$ cat config.mk
export PLATFORM = sky130hd
export DESIGN_NAME = reset_sequencer
export DESIGN_NICKNAME = d
export VERILOG_FILES = /design/src/rtl/reset_sequencer_pkg.sv /design/src/rtl/reset_sequencer_btn_debounce.sv /design/src/rtl/reset_sequencer.sv
export SDC_FILE = /design/constraint.sdc
export NUM_CORES = 1
export LEC_CHECK = 0
export BUFFER_PORTS_ARGS = -buffer_cell sky130_fd_sc_hd__buf_2
export CORE_UTILIZATION = 60
export DETAILED_ROUTE_END_ITERATION = 12
export PLACE_DENSITY = 0.84
export SYNTH_ARGS = -nofsm -noshare
export SYNTH_HDL_FRONTEND = slang
export SYNTH_HIERARCHICAL = 1
export SYNTH_SLANG_ARGS = --single-unit
export TNS_END_PERCENT = 10
$ cat constraint.sdc
create_clock -name clk -period 5.1 [get_ports clk]
set_input_delay 0.51 -clock clk [delete_from_list [all_inputs] [get_ports clk]]
set_output_delay 0.51 -clock clk [all_outputs]
set_load 0.02 [all_outputs]
$ cat src/rtl/reset_sequencer_pkg.sv
// Shared types for the SoC reset sequencer.
// States, reset causes and counter sizing.
package reset_sequencer_pkg;

  typedef enum logic [1:0] {
    HOLD,
    STRETCH,
    RELEASE,
    RUN
  } state_t;

  typedef enum logic [1:0] {
    CAUSE_POR  = 2'd0,
    CAUSE_LOCK = 2'd1,
    CAUSE_BTN  = 2'd2
  } cause_t;

  // Width of a counter that must reach max(a,b,c)-1.
  function automatic int cnt_width(
    input int a,
    input int b,
    input int c
  );
    int m;
    m = a;
    if (b > m) m = b;
    if (c > m) m = c;
    return (m > 1) ? $clog2(m) : 1;
  endfunction

endpackage

$ cat src/rtl/reset_sequencer_btn_debounce.sv
// Button synchronizer and debouncer.
// Level flips only after the input is stable long enough.
module btn_debounce
  import reset_sequencer_pkg::*;
#(
  parameter int DEBOUNCE_CYCLES = 250000
) (
  input  logic clk,
  input  logic reset_i,
  input  logic btn_i,
  output logic level_o
);

  localparam int CW =
    cnt_width(DEBOUNCE_CYCLES, 1, 1);
  localparam logic [CW-1:0] LAST =
    CW'(DEBOUNCE_CYCLES - 1);

  logic          s1;
  logic          s2;
  logic [CW-1:0] cnt;

  // Two-flop sync, then count cycles of disagreement.
  always_ff @(posedge clk) begin
    if (reset_i) begin
      s1      <= 1'b0;
      s2      <= 1'b0;
      cnt     <= '0;
      level_o <= 1'b0;
    end else begin
      s1 <= btn_i;
      s2 <= s1;
      if (s2 == level_o) begin
        cnt <= '0;
      end else if (cnt == LAST) begin
        level_o <= ~level_o;
        cnt     <= '0;
      end else begin
        cnt <= cnt + CW'(1);
      end
    end
  end

endmodule

$ cat src/rtl/reset_sequencer.sv
// Reset sequencer: qualifies lock and button,
// stretches reset, then releases domains in order.
module reset_sequencer
  import reset_sequencer_pkg::*;
#(
  parameter int N_DOMAINS       = 2,
  parameter int STRETCH_CYCLES  = 32,
  parameter int STAGE_CYCLES    = 16,
  parameter int DEBOUNCE_CYCLES = 250000
) (
  input  logic                 clk,
  input  logic                 reset_i,
  input  logic                 pll_locked_i,
  input  logic                 btn_i,
  output logic [N_DOMAINS-1:0] rst_o,
  output logic                 ready_o,
  output logic [1:0]           cause_o
);

  localparam int CW = cnt_width(
    STRETCH_CYCLES, STAGE_CYCLES, DEBOUNCE_CYCLES);
  localparam int IW =
    (N_DOMAINS > 1) ? $clog2(N_DOMAINS) : 1;

  localparam logic [CW-1:0] STRETCH_LAST =
    CW'(STRETCH_CYCLES - 1);
  localparam logic [CW-1:0] STAGE_LAST =
    CW'(STAGE_CYCLES - 1);
  localparam logic [IW-1:0] IDX_LAST =
    IW'(N_DOMAINS - 1);

  state_t        state;
  cause_t        cause_q;
  logic [CW-1:0] cnt;
  logic [IW-1:0] idx;
  logic          lock_s1;
  logic          lock_s2;
  logic          btn_lvl;
  logic          abort;

  btn_debounce #(
    .DEBOUNCE_CYCLES(DEBOUNCE_CYCLES)
  ) u_btn (
    .clk    (clk),
    .reset_i(reset_i),
    .btn_i  (btn_i),
    .level_o(btn_lvl)
  );

  assign abort   = !lock_s2 || btn_lvl;
  assign cause_o = cause_q;

  // Lock sync plus the sequencing state machine.
  always_ff @(posedge clk) begin
    if (reset_i) begin
      lock_s1 <= 1'b0;
      lock_s2 <= 1'b0;
      state   <= HOLD;
      rst_o   <= '1;
      ready_o <= 1'b0;
      cause_q <= CAUSE_POR;
      cnt     <= '0;
      idx     <= '0;
    end else begin
      lock_s1 <= pll_locked_i;
      lock_s2 <= lock_s1;
      if (state != HOLD && abort) begin
        state   <= HOLD;
        rst_o   <= '1;
        ready_o <= 1'b0;
        cnt     <= '0;
        idx     <= '0;
        cause_q <= !lock_s2 ? CAUSE_LOCK
                            : CAUSE_BTN;
      end else begin
        unique case (state)
          HOLD: begin
            rst_o   <= '1;
            ready_o <= 1'b0;
            if (!abort) begin
              state <= STRETCH;
              cnt   <= '0;
            end
          end
          STRETCH: begin
            if (cnt == STRETCH_LAST) begin
              rst_o <= rst_o << 1;
              idx   <= IW'(1);
              cnt   <= '0;
              if (N_DOMAINS == 1) begin
                state   <= RUN;
                ready_o <= 1'b1;
              end else begin
                state <= RELEASE;
              end
            end else begin
              cnt <= cnt + CW'(1);
            end
          end
          RELEASE: begin
            if (cnt == STAGE_LAST) begin
              rst_o <= rst_o << 1;
              cnt   <= '0;
              if (idx == IDX_LAST) begin
                state   <= RUN;
                ready_o <= 1'b1;
                idx     <= '0;
              end else begin
                idx <= idx + IW'(1);
              end
            end else begin
              cnt <= cnt + CW'(1);
            end
          end
          RUN: begin
            rst_o   <= '0;
            ready_o <= 1'b1;
          end
        endcase
      end
    end
  end

endmodule

Word-level counts from Yosys, hierarchy flattened

Index checks and enable logic that the tools add are counted.

Register bits after elaboration: 49
Bits of input ports: 4
Logic and storage cells: 64

Add/sub/neg operators: 3
Equal/unequal tests: 11
Muxes and demuxes: 20
Bitwise operators: 2
Reductions and logical operators: 16

Operator list:

| kind                                                  | count |
|---|---|
| two-way mux 18 bit                                    | 3 |
| one-hot mux 18 bit (3 select lines)                   | 1 |
| adder 18 x 1 -> 18 bit (second input constant)        | 2 |
| equality test 18 bit (second input constant)          | 1 |
| equality test 18 x 4 -> 1 bit (second input constant) | 1 |
| equality test 18 x 5 -> 1 bit (second input constant) | 1 |
| two-way mux 2 bit                                     | 7 |
| != test 2 bit (second input constant)                 | 4 |
| one-hot mux 2 bit (4 select lines)                    | 1 |
| one-hot mux 2 bit (3 select lines)                    | 1 |
| AND reduction 2 bit                                   | 3 |
| AND reduction 3 bit                                   | 2 |
| nonzero test 3 bit                                    | 2 |
| two-way mux 1 bit                                     | 5 |
| AND reduction 5 bit                                   | 1 |
| equality test 2 bit (second input constant)           | 2 |
| nonzero test 2 bit                                    | 2 |
| one-hot mux 1 bit (3 select lines)                    | 1 |
| OR reduction 3 bit                                    | 1 |
| equality test 2 x 1 -> 1 bit (second input constant)  | 1 |
| logical NOT 2 bit                                     | 1 |
| inverter 1 bit                                        | 2 |
| one-hot mux 1 bit (2 select lines)                    | 1 |
| OR reduction 2 bit                                    | 1 |
| 5 further kinds                                       | 5 |

Longest topological paths before layout

Gate-level depths: netlist of run 1.

Word-level depth: 4
Gate-level depth with buffers: 8

By module

Netlist of run 1, hierarchy kept.

Modules (own cells, without submodules):

| module          | times used | cells each | area an instance (um^2) | sequential area each (um^2) |
|---|---|---|---|---|
| reset_sequencer | 1          | 191        | 1632.8                  | 560.5 |
| btn_debounce    | 1          | 104        | 959.7                   | 420.4 |

Least setup slack after synthesis of run 1

OpenSTA, ideal clock, no wires.

Path kind: reg2reg
From: reg state[0]
To: reg, netlist name cnt[9]
Setup time: 0.069 ns
Arrival time: 1.683 ns
Required time: 5.031 ns
Slack: 3.348 ns
Stages on the path, launching flop included: 8
Path through: dfxtp_1 inv_1 ha_1 o21a_1 nor3_1 nand2b_1 or4_1 o21ai_1

RTL lines:

| element                | RTL line              | RTL |
|---|---|---|
| start, declared        | reset_sequencer.sv:32 | `state_t state;` |
| start signal, assigned | reset_sequencer.sv:58 | `state <= HOLD;` |
| start signal, assigned | reset_sequencer.sv:68 | `state <= HOLD;` |
| start signal, assigned | reset_sequencer.sv:81 | `state <= STRETCH;` |

==> impl_metrics.csv, run 1 <==
group,metric,value,unit
clock_tree,htreeDepth,2,
floorplanning,core-area,4086,um^2
drt,wl_per_cell,15.57,um
synth,synth_area_per_cell,8.788,um^2
finish,n_antenna_cell,0,
power,power.density,345.5,nW/um^2
clock_tree,ctsHoldBuffers,0,
synth,synth_edf_count,0,
floorplanning,io_pins,9,
synth,synth_cells,295,
synth,postSynth.asyncResetShare,0,%
setup_path,critical_path.endpoint,"cnt[14]",
setup_path,worstRegToRegCells,6,
drt,num_vias,2238,
outcome,outcome,"completed",
synth,yosysTopAreaCell,"dfxtp_1",
setup_path,setup.worst_path.start_class,"register",
synth,synthTopCellsByCount,"dfxtp_1 (49), nor2_1 (34), nand2_1 (25)",
synth,synthFlopType,"dfxtp_1",
run,cap_viol_max_count,0,
setup_path,path_max_fanout,10,
synth,synth_cell_types,59,
floorplanning,die_height,67.73,um
global_routing,gr-usage-all-layers,26.80,%
setup_path,worstReg2RegEnd,"cnt[14]",
synth,seq_area_frac_synth,37.84,%
sta,hold_violations,0,
floorplanning,dieArea,4587,um^2
drt,drt_iter0_drc,236,
setup_path,endpoint_kind,"register",
placement,gp_congestion,0.8458,
sta,fin_crit_sh,40.97,%
setup_path,rr_startpoint,"state[0]",
placement,dp_hpwl,3.797,mm
finish,nNetsFinal,312,
floorplanning,rows,23,
clock_tree,cts_made_buffers,5,
finish,syn_to_final_growth,4.392,%
sta,fmax,478.6,MHz
sta,slew_viol_final,0,
sta,tightest_slew,0.9802,ns
power,p_total,935.0,uW
drt,drc,0,
setup_path,crit_start,"state[0]",
synth,yosysWarnings,6,
drt,finalWirelength,5.482,mm
synth,synthTopCellsByArea,"dfxtp_1 (38%), nor2_1 (4.9%), nand3_1 (3.9%), xor2_1 (3.7%), nand2_1 (3.6%)",
sta,finClkSkew,0.01036,ns
setup_path,crit_required,5.30,ns
finish,fillers,346,
drt,firstDrtPassIters,5,
floorplanning,start_util,63.44,%
finish,layout-drive-gt1-share,10.26,%
global_routing,grt.met1_usage,37.04,%
sta,finalSetupViolCount,0,
clock_tree,cts_resized,0,
drt,via_per_inst,6.358,
drt,postRouteAntennaNets,0,
global_routing,grt_pass1_wl,9.142,mm
clock_tree,cts_tree,"built",
synth,syn_nets,306,
setup_path,reg2reg_slack,3.01,ns
clock_tree,clk_latency,0.31,ns
global_routing,grt_overflow,0,
synth,synthesis.area,2592,um^2
clock_tree,cts.sink_count,49,
sta,tns,0,ns
synth,ys_ff_latch,49,
clock_tree,cts_root_buf,"clkbuf_8",
synth,yosysTopAreaCellShare,37.84,%
min_path,hp-class,"input port to register",
global_routing,grt_pass1_vias,1993,
global_routing,globalRouteMet2Util,39.73,%
sta,period_needed,2.089,ns
setup_path,crit_arrival,2.29,ns
clock_tree,clkTransAtPathRegs,0.09,ns
setup_path,worst-setup-path-type,"register to register",
sta,maxSlewHeadroom,34.43,%
clock_tree,clock_path_buffers,2,
power,leakagePower,0.8617,nW
placement,port_buffers,8,
global_routing,grt_max_degree,19,
sta,rsz0062_at_grt,"false",
synth,yosysMostFrequentCell,"dfxtp_1",
global_routing,grt_busiest_layer,"met2",
clock_tree,cts_setup_buffers,0,
floorplanning,die_w,67.73,um
global_routing,antenna_found_initial,0,
global_routing,grt.met3_usage,6.419,%
power,peakVddDrop,0.3306,mV
[state kept, by name, summed over array words and instances, names as in the netlist]
register       cells
u_btn/level_o      1
u_btn/s1           1
lock_s1            1
state              2
u_btn/cnt         18
cnt               18
ready_o            1
idx                1
cause_o            2
u_btn/s2           1
rst_o              2
lock_s2            1
[routing by layer]
metal / vias to the layer above / routed length (um) / share of wire (%)
li1: 1094 / - / -
met1: 1064 / 2609 / 48
met2: 72 / 2428 / 44
met3: 8 / 360 / 6.6
met4: 0 / 85 / 1.6
met5: - / 0 / 0
[metrics by stage]
step           setup slack (ns)  hold slack (ns)  cells  instance area, um^2  util, %
6_report                  3.011           0.4031    352                 2706    66.23
3_3_place_gp              3.105           0.4173    344                 2619    64.08
5_1_grt                   2.841           0.4210    352                 2706    66.23
2_1_floorplan             3.348           0.4138    295                 2592        -
4_1_cts                   3.057           0.4012    352                 2706    66.23
3_5_place_dp              3.074           0.4237    344                 2619    64.08
[power by group]
| part | switching, mW | internal [mW] | leakage (nW) |
|---|---|---|---|
| Clock | 0.134 | 0.0968 | 0.0374 |
| Sequential | 0.0141 | 0.402 | 0.396 |
| Combinational | 0.201 | 0.0866 | 0.428 |
[cell families after synthesis]
group | count (synthesis) | share of synthesized area [%]
multiplexers | 3 | 1.158
buffers and inverters | 19 | 4.392
AO/OA/AOI/OAI | 53 | 14.96
XOR/XNOR | 18 | 6.081
flip-flops | 49 | 37.84
AND/OR/NAND/NOR | 146 | 32.19
adder cells (fa/ha/maj) | 7 | 3.378
[critical path, cell delays in order (launching register included)]
cell and delay [ns]:
dfxtp_1 0.42, inv_1 0.08, ha_1 0.27, a21oi_1 0.68, nor2_1 0.23, a31oi_1 0.20
o22ai_1 0.10
[cell type report]
class / count / area [um^2] / area share, %
clock buffer: 6 / 72.57 / 2.681
clock inverter: 2 / 15.01 / 0.5548
inverter: 10 / 37.54 / 1.387
multi-input combinational: 227 / 1498 / 55.34
sequential: 49 / 980.9 / 36.25
tap: 50 / 62.56 / 2.312
timing repair buffer: 8 / 40.04 / 1.479
[worst min-delay path by stage]
stage	from	endpoint	slack, ns	depth (start not counted)
6_report	btn_i	u_btn/s1	0.40	2
5_1_grt	pll_locked_i	lock_s1	0.42	2
4_1_cts	btn_i	u_btn/s1	0.40	2
3_5_place_dp	u_btn/s1	u_btn/s2	0.42	1
3_3_place_gp	u_btn/s1	u_btn/s2	0.42	1
2_1_floorplan	lock_s1	lock_s2	0.41	1
[layout by cell type (no fill, tap or decap), types with 2 or more instances in the layout]
master	Yosys	final
dfxtp_1	49	49
buf_2	1	8
o21ai_0	3	3
a21oi_1	17	17
nor4_4	2	2
o211ai_1	4	4
inv_1	9	9
o41ai_1	3	3
and2_1	2	2
and4_1	4	4
nor4_1	5	5
nand3_1	20	20
and3_1	2	2
a311oi_1	2	2
mux2i_1	3	3
o21ai_1	4	4
nor3_1	8	8
nand4_1	15	15
nor2b_1	4	4
ha_1	7	7
clkinvlp_4	0	2
nand2b_1	3	3
xor2_1	11	11
a31oi_1	4	4
nand2_1	25	25
nor2_1	34	34
nand3b_1	2	2
nand4b_1	2	2
a211oi_1	2	2
or3_1	4	4
clkbuf_8	0	5
or4_1	4	4
xnor2_1	7	7
Note: power is estimated with default switching activity, not from simulation.
==> inputs of run 2 (changes only) <==
Clock period 5.1 ns to 2.1 ns, I/O delays scaled along.
==> run 2 against run 1 <==
Clock skew decreased by 0.0033 ns. Clock-buffer cell count decreased by 1. Fmax increased by 7.1%. Routed wire length decreased by 0.82%. Critical path depth increased by 1. Utilization increased by 1.4 points. Setup slack got worse by 2.9 ns. Register-to-register slack got worse by 2.9 ns. Cell count increased by 1.7%. Global-route usage unchanged. Sequential share of layout area decreased by 0.69 points. First-iteration DRC count decreased by 4.2%. Critical path type unchanged. Largest cell class unchanged.
==> impl_metrics.csv, run 2 (synthesized netlist as in run 1, its figures left out) <==
group,metric,value,unit
setup_path,critPathSlowestCell,"or4_1",
sta,maxSlewHeadroom,69.36,%
sta,fmax,512.7,MHz
power,power.internal,1.476,mW
global_routing,grt_overflow,0,
global_routing,antenna_found_initial,0,
min_path,hp-class,"input port to register",
floorplanning,start_util,63.44,%
finish,fin_util,67.61,%
power,p_total,2.356,mW
sta,finalSetupViolCount,0,
finish,fillers,323,
setup_path,cp.depth,7,
setup_path,crit_arrival,2.19,ns
setup_path,crit_start,"state[1]",
finish,nNetsFinal,318,
placement,gp_congestion,0.9178,
power,leakagePower,0.9019,nW
clock_tree,clock_path_buffers,2,
power,power_frac_seq,43.0,%
setup_path,endpoint_kind,"register",
power,power.density,852.8,nW/um^2
sta,tns,0,ns
setup_path,worst-setup-path-type,"register to register",
drt,via_per_inst,6.215,
power,netSwitchingFraction,37.34,%
setup_path,rr_startpoint,"state[1]",
clock_tree,clkTransAtPathRegs,0.09,ns
global_routing,grt_pass1_vias,1987,
finish,layout_common_cells,"dfxtp_1 (48), nor2_1 (33), nand2_1 (25)",
sta,period_needed,1.951,ns
power,combinationalPowerShare,33.1,%
floorplanning,io_pins,9,
setup_path,crit_required,2.34,ns
drt,firstDrtPassIters,5,
drt,finalWirelength,5.437,mm
clock_tree,cts.sink_count,49,
drt,wl_per_cell,15.19,um
finish,fin_cells,358,
placement,placed_cell_area,2664,um^2
clock_tree,cts_made_buffers,5,
power,power.switching,879.6,uW
power,clockPowerShare,23.8,%
setup_path,worstReg2RegEnd,"cnt[9]",
setup_path,path_delay_family,"simple AND/OR/NAND/NOR gates",
floorplanning,die_w,67.73,um
finish,n_antenna_cell,0,
sta,layout_setup_ws,0.1495,ns
floorplanning,die_height,67.73,um
setup_path,path_max_fanout,4,
sta,finClkSkew,0.007053,ns
sta,fin_crit_sh,92.88,%
finish,design_area,2763,um^2
finish,syn_to_final_growth,6.564,%
setup_path,critical_path.endpoint,"cnt[9]",
global_routing,grt_max_degree,17,
floorplanning,core-area,4086,um^2
drt,drt_iter0_drc,226,
finish,top_regs,"cnt: 18 flops, u_btn/cnt: 18 flops",
setup_path,crit_buf_inv,1,
clock_tree,cts_tree,"built",
drt,drc,0,
finish,layout-drive-gt1-share,13.31,%
drt,num_vias,2225,
placement,dp_hpwl,3.947,mm
finish,final_common_cell,"dfxtp_1",
setup_path,critical_path.max_stage_delay,0.47,ns
drt,postRouteAntennaNets,0,
placement,post-place-ws,0.1586,ns
sta,hold_violations,0,
clock_tree,cts_root_buf,"clkbuf_8",
placement,dp.cells,350,
sta,slew_viol_final,0,
floorplanning,rows,23,
outcome,outcome,"completed",
floorplanning,dieArea,4587,um^2
placement,port_buffers,8,
setup_path,worstRegToRegCells,7,
global_routing,gr-usage-all-layers,26.80,%
global_routing,grt_pass1_wl,9.121,mm
sta,tightest_slew,0.4597,ns
setup_path,crit_chain,"inv_1 -> ha_1 -> o21a_1 -> nor3_1 -> nand2b_1 -> or4_1 -> o21ai_1",
clock_tree,htreeDepth,2,
clock_tree,cts_setup_buffers,0,
power,peakVddDrop,0.8325,mV
setup_path,setup.worst_path.start_class,"register",
setup_path,reg2reg_slack,0.15,ns
sta,rsz0062_at_grt,"false",
sta,hold_slack,0.1105,ns
run,cap_viol_max_count,0,
clock_tree,clk_latency,0.30,ns
run 2: how the worst min path moves through the flow:
stage | startpoint | to | slack [ns] | depth (start not counted)
after floorplan | reset_i | lock_s1 | 0.28 | 1
after global placement | u_btn/s1 | u_btn/s2 | 0.42 | 1
after detailed placement | pll_locked_i | lock_s1 | 0.43 | 2
after CTS | pll_locked_i | lock_s1 | 0.10 | 2
after global routing | pll_locked_i | lock_s1 | 0.12 | 2
final | pll_locked_i | lock_s1 | 0.11 | 2
run 2: per-layer routing:
layer | vias to the layer above | part of all wire (%) | GRT usage [%]
li1 | 1097 | - | -
met4 | 0 | 1.6 | 12.23
met5 | - | 0 | 0
met3 | 7 | 6.3 | 5.236
met1 | 1039 | 48 | 36.63
met2 | 82 | 44 | 40.22
run 2: power groups by stage:
| stage | logic (mW) | clock network (mW) | registers, mW |
|---|---|---|---|
| after global placement | 0.728 | 0 | 1.03 |
| after floorplan | 0.508 | 0 | 1.06 |
| after global routing | 0.833 | 0.617 | 1.02 |
| after detailed placement | 0.750 | 0 | 1.03 |
| final | 0.780 | 0.562 | 1.01 |
| after CTS | 0.754 | 0.569 | 1.01 |
run 2: timing repair:
action,in CTS,in global routing
hold buffers,0,0
hold endpoints to repair,0,0
gates resized for setup,0,3
endpoints found under the setup margin,0,9
run 2: final cells by class:
type                    count  area [um^2]  area share, %
clock inverters             3        22.52         0.8152
multi-input cells         227         1504          54.44
well taps                  50        62.56          2.264
flip-flops and latches     49        982.2          35.55
clock buffers               5        68.82          2.491
inverters                  10        37.54          1.359
repair buffers             14        85.08          3.080
==> inputs of run 3 (changes only) <==
Clock period 2.1 ns to 1.9 ns, I/O delays scaled along.
==> run 3 against run 2 <==
Setup slack worse by 0.15 ns. Sequential power up 11%. Die area did not move.
==> impl_metrics.csv, run 3 (synthesized netlist as in run 1, its figures left out) <==
group,metric,value,unit
outcome,outcome,"completed",
setup_path,path_max_fanout,6,
drt,wl_met2,2.725,mm
sta,hold_slack,0.09384,ns
floorplanning,core-area,4086,um^2
setup_path,setup.worst_path.start_class,"register",
clock_tree,clk_latency,0.30,ns
setup_path,endpoint_kind,"register",
placement,port_buffers,8,
drt,wl_per_cell,16.04,um
floorplanning,io_pins,9,
finish,layout-drive-gt1-share,18.41,%
drt,firstDrtPassIters,5,
placement,gp_congestion,0.8797,
clock_tree,cts_made_buffers,5,
placement,dp.cells,357,
min_path,holdPathEnd,"lock_s1",
clock_tree,htreeDepth,2,
sta,slew_viol_final,0,
finish,n_antenna_cell,0,
drt,finalWirelength,5.855,mm
finish,top_regs,"cnt: 18 flops, u_btn/cnt: 18 flops",
sta,tns,0,ns
setup_path,critical_path.max_stage_delay,0.53,ns
drt,routed.top_layer,"met4",
sta,hold_violations,0,
power,power.density,955.5,nW/um^2
drt,met3_length,354,um
power,leakagePower,0.9258,nW
setup_path,crit_chain,"ha_2 -> or3_1 -> or4_1 -> o211ai_1",
finish,final_common_cell,"dfxtp_1",
setup_path,worstRegToRegCells,4,
global_routing,grt_overflow,0,
floorplanning,die_height,67.73,um
min_path,hp-class,"input port to register",
clock_tree,cts_root_buf,"clkbuf_8",
setup_path,critPathSlowestCell,"or4_1",
sta,maxSlewHeadroom,72.85,%
clock_tree,clkTransAtPathRegs,0.09,ns
sta,period_needed,1.899,ns
setup_path,path_delay_family,"simple AND/OR/NAND/NOR gates",
setup_path,crit_buf_inv,0,
clock_tree,cts.sink_count,49,
setup_path,worst-setup-path-type,"register to register",
finish,layout_common_cells,"dfxtp_1 (48), nor2_1 (32), nand2_1 (24)",
finish,fin_cells,365,
sta,rsz0062_at_grt,"true",
setup_path,crit_required,2.11,ns
sta,finalSetupViolCount,0,
sta,fmax,526.7,MHz
sta,finClkSkew,0.007536,ns
power,p_total,2.717,mW
floorplanning,dieArea,4587,um^2
drt,drt_iter0_drc,226,
drt,wl_met1,2.624,mm
run,cap_viol_max_count,0,
global_routing,grt_pass1_vias,2088,
setup_path,rr_startpoint,"state[0]",
setup_path,reg2reg_slack,0.001,ns
global_routing,gr-usage-all-layers,26.98,%
clock_tree,ctsHoldBuffers,0,
floorplanning,die_w,67.73,um
drt,drc,0,
global_routing,grt_max_degree,15,
clock_tree,cts_tree,"built",
setup_path,crit_arrival,2.11,ns
global_routing,grt_pass1_wl,9.252,mm
power,peakVddDrop,0.9442,mV
sta,fin_crit_sh,99.94,%
drt,postRouteAntennaNets,0,
global_routing,antenna_found_initial,0,
min_path,min-delay-start,"pll_locked_i",
finish,nNetsFinal,325,
setup_path,worstReg2RegEnd,"cnt[5]",
setup_path,cp.depth,4,
sta,tightest_slew,0.4068,ns
placement,dp_hpwl,3.908,mm
finish,syn_to_final_growth,9.701,%
floorplanning,rows,23,
clock_tree,clock_path_buffers,2,
drt,via_per_inst,6.386,
min_path,hold_depth,2,
drt,num_vias,2331,
floorplanning,start_util,63.44,%
[run 3: worst max-delay path by stage]
| stage | from | slack (ns) | endpoint |
|---|---|---|---|
| 2_1_floorplan | state[0] | 0.15 | cnt[9] |
| 3_3_place_gp | state[0] | 0.12 | cnt[9] |
| 3_5_place_dp | state[0] | 0.01 | cnt[9] |
| 4_1_cts | state[0] | -0.0008 | cnt[5] |
| 5_1_grt | state[1] | -0.08 | cnt[5] |
| 6_report | state[0] | 0.001 | cnt[5] |
[run 3: metal layers]
metal	GRT usage (%)	vias up
met5	0	-
met4	13.03	0
met3	4.899	20
met2	42.82	86
met1	34.88	1112
li1	-	1113
[run 3: repair_timing]
action / 4_1_cts / 5_1_grt
buffers inserted: 0 / 0
resized for setup: 4 / 11
endpoints found under the hold margin: 0 / 0
pin swaps: 0 / 1
setup endpoints to repair: 2 / 16
[run 3: power breakdown]
group	total, mW	internal, mW	switching, mW
Combinational	0.988	0.379	0.608
Sequential	1.12	1.08	0.0410
Clock	0.606	0.261	0.345
[run 3: final cells by class]
type                    count  area, um^2
clock buffers               7       76.32
clock inverters             1       7.507
fillers                   312        1242
inverters                  10       37.54
multi-input cells         227        1540
flip-flops and latches     49       982.2
well taps                  50       62.56
repair buffers             21       137.6
[run 3: per-stage QoR]
step | util [%] | area, um^2 | setup slack, ns
floorplan | - | 2592 | 0.1480
global placement | 66.47 | 2716 | 0.1167
detailed placement | 66.47 | 2716 | 0.01332
CTS | 68.98 | 2819 | -0.0007927
global route | 69.60 | 2844 | -0.07534
finish | 69.60 | 2844 | 0.001208
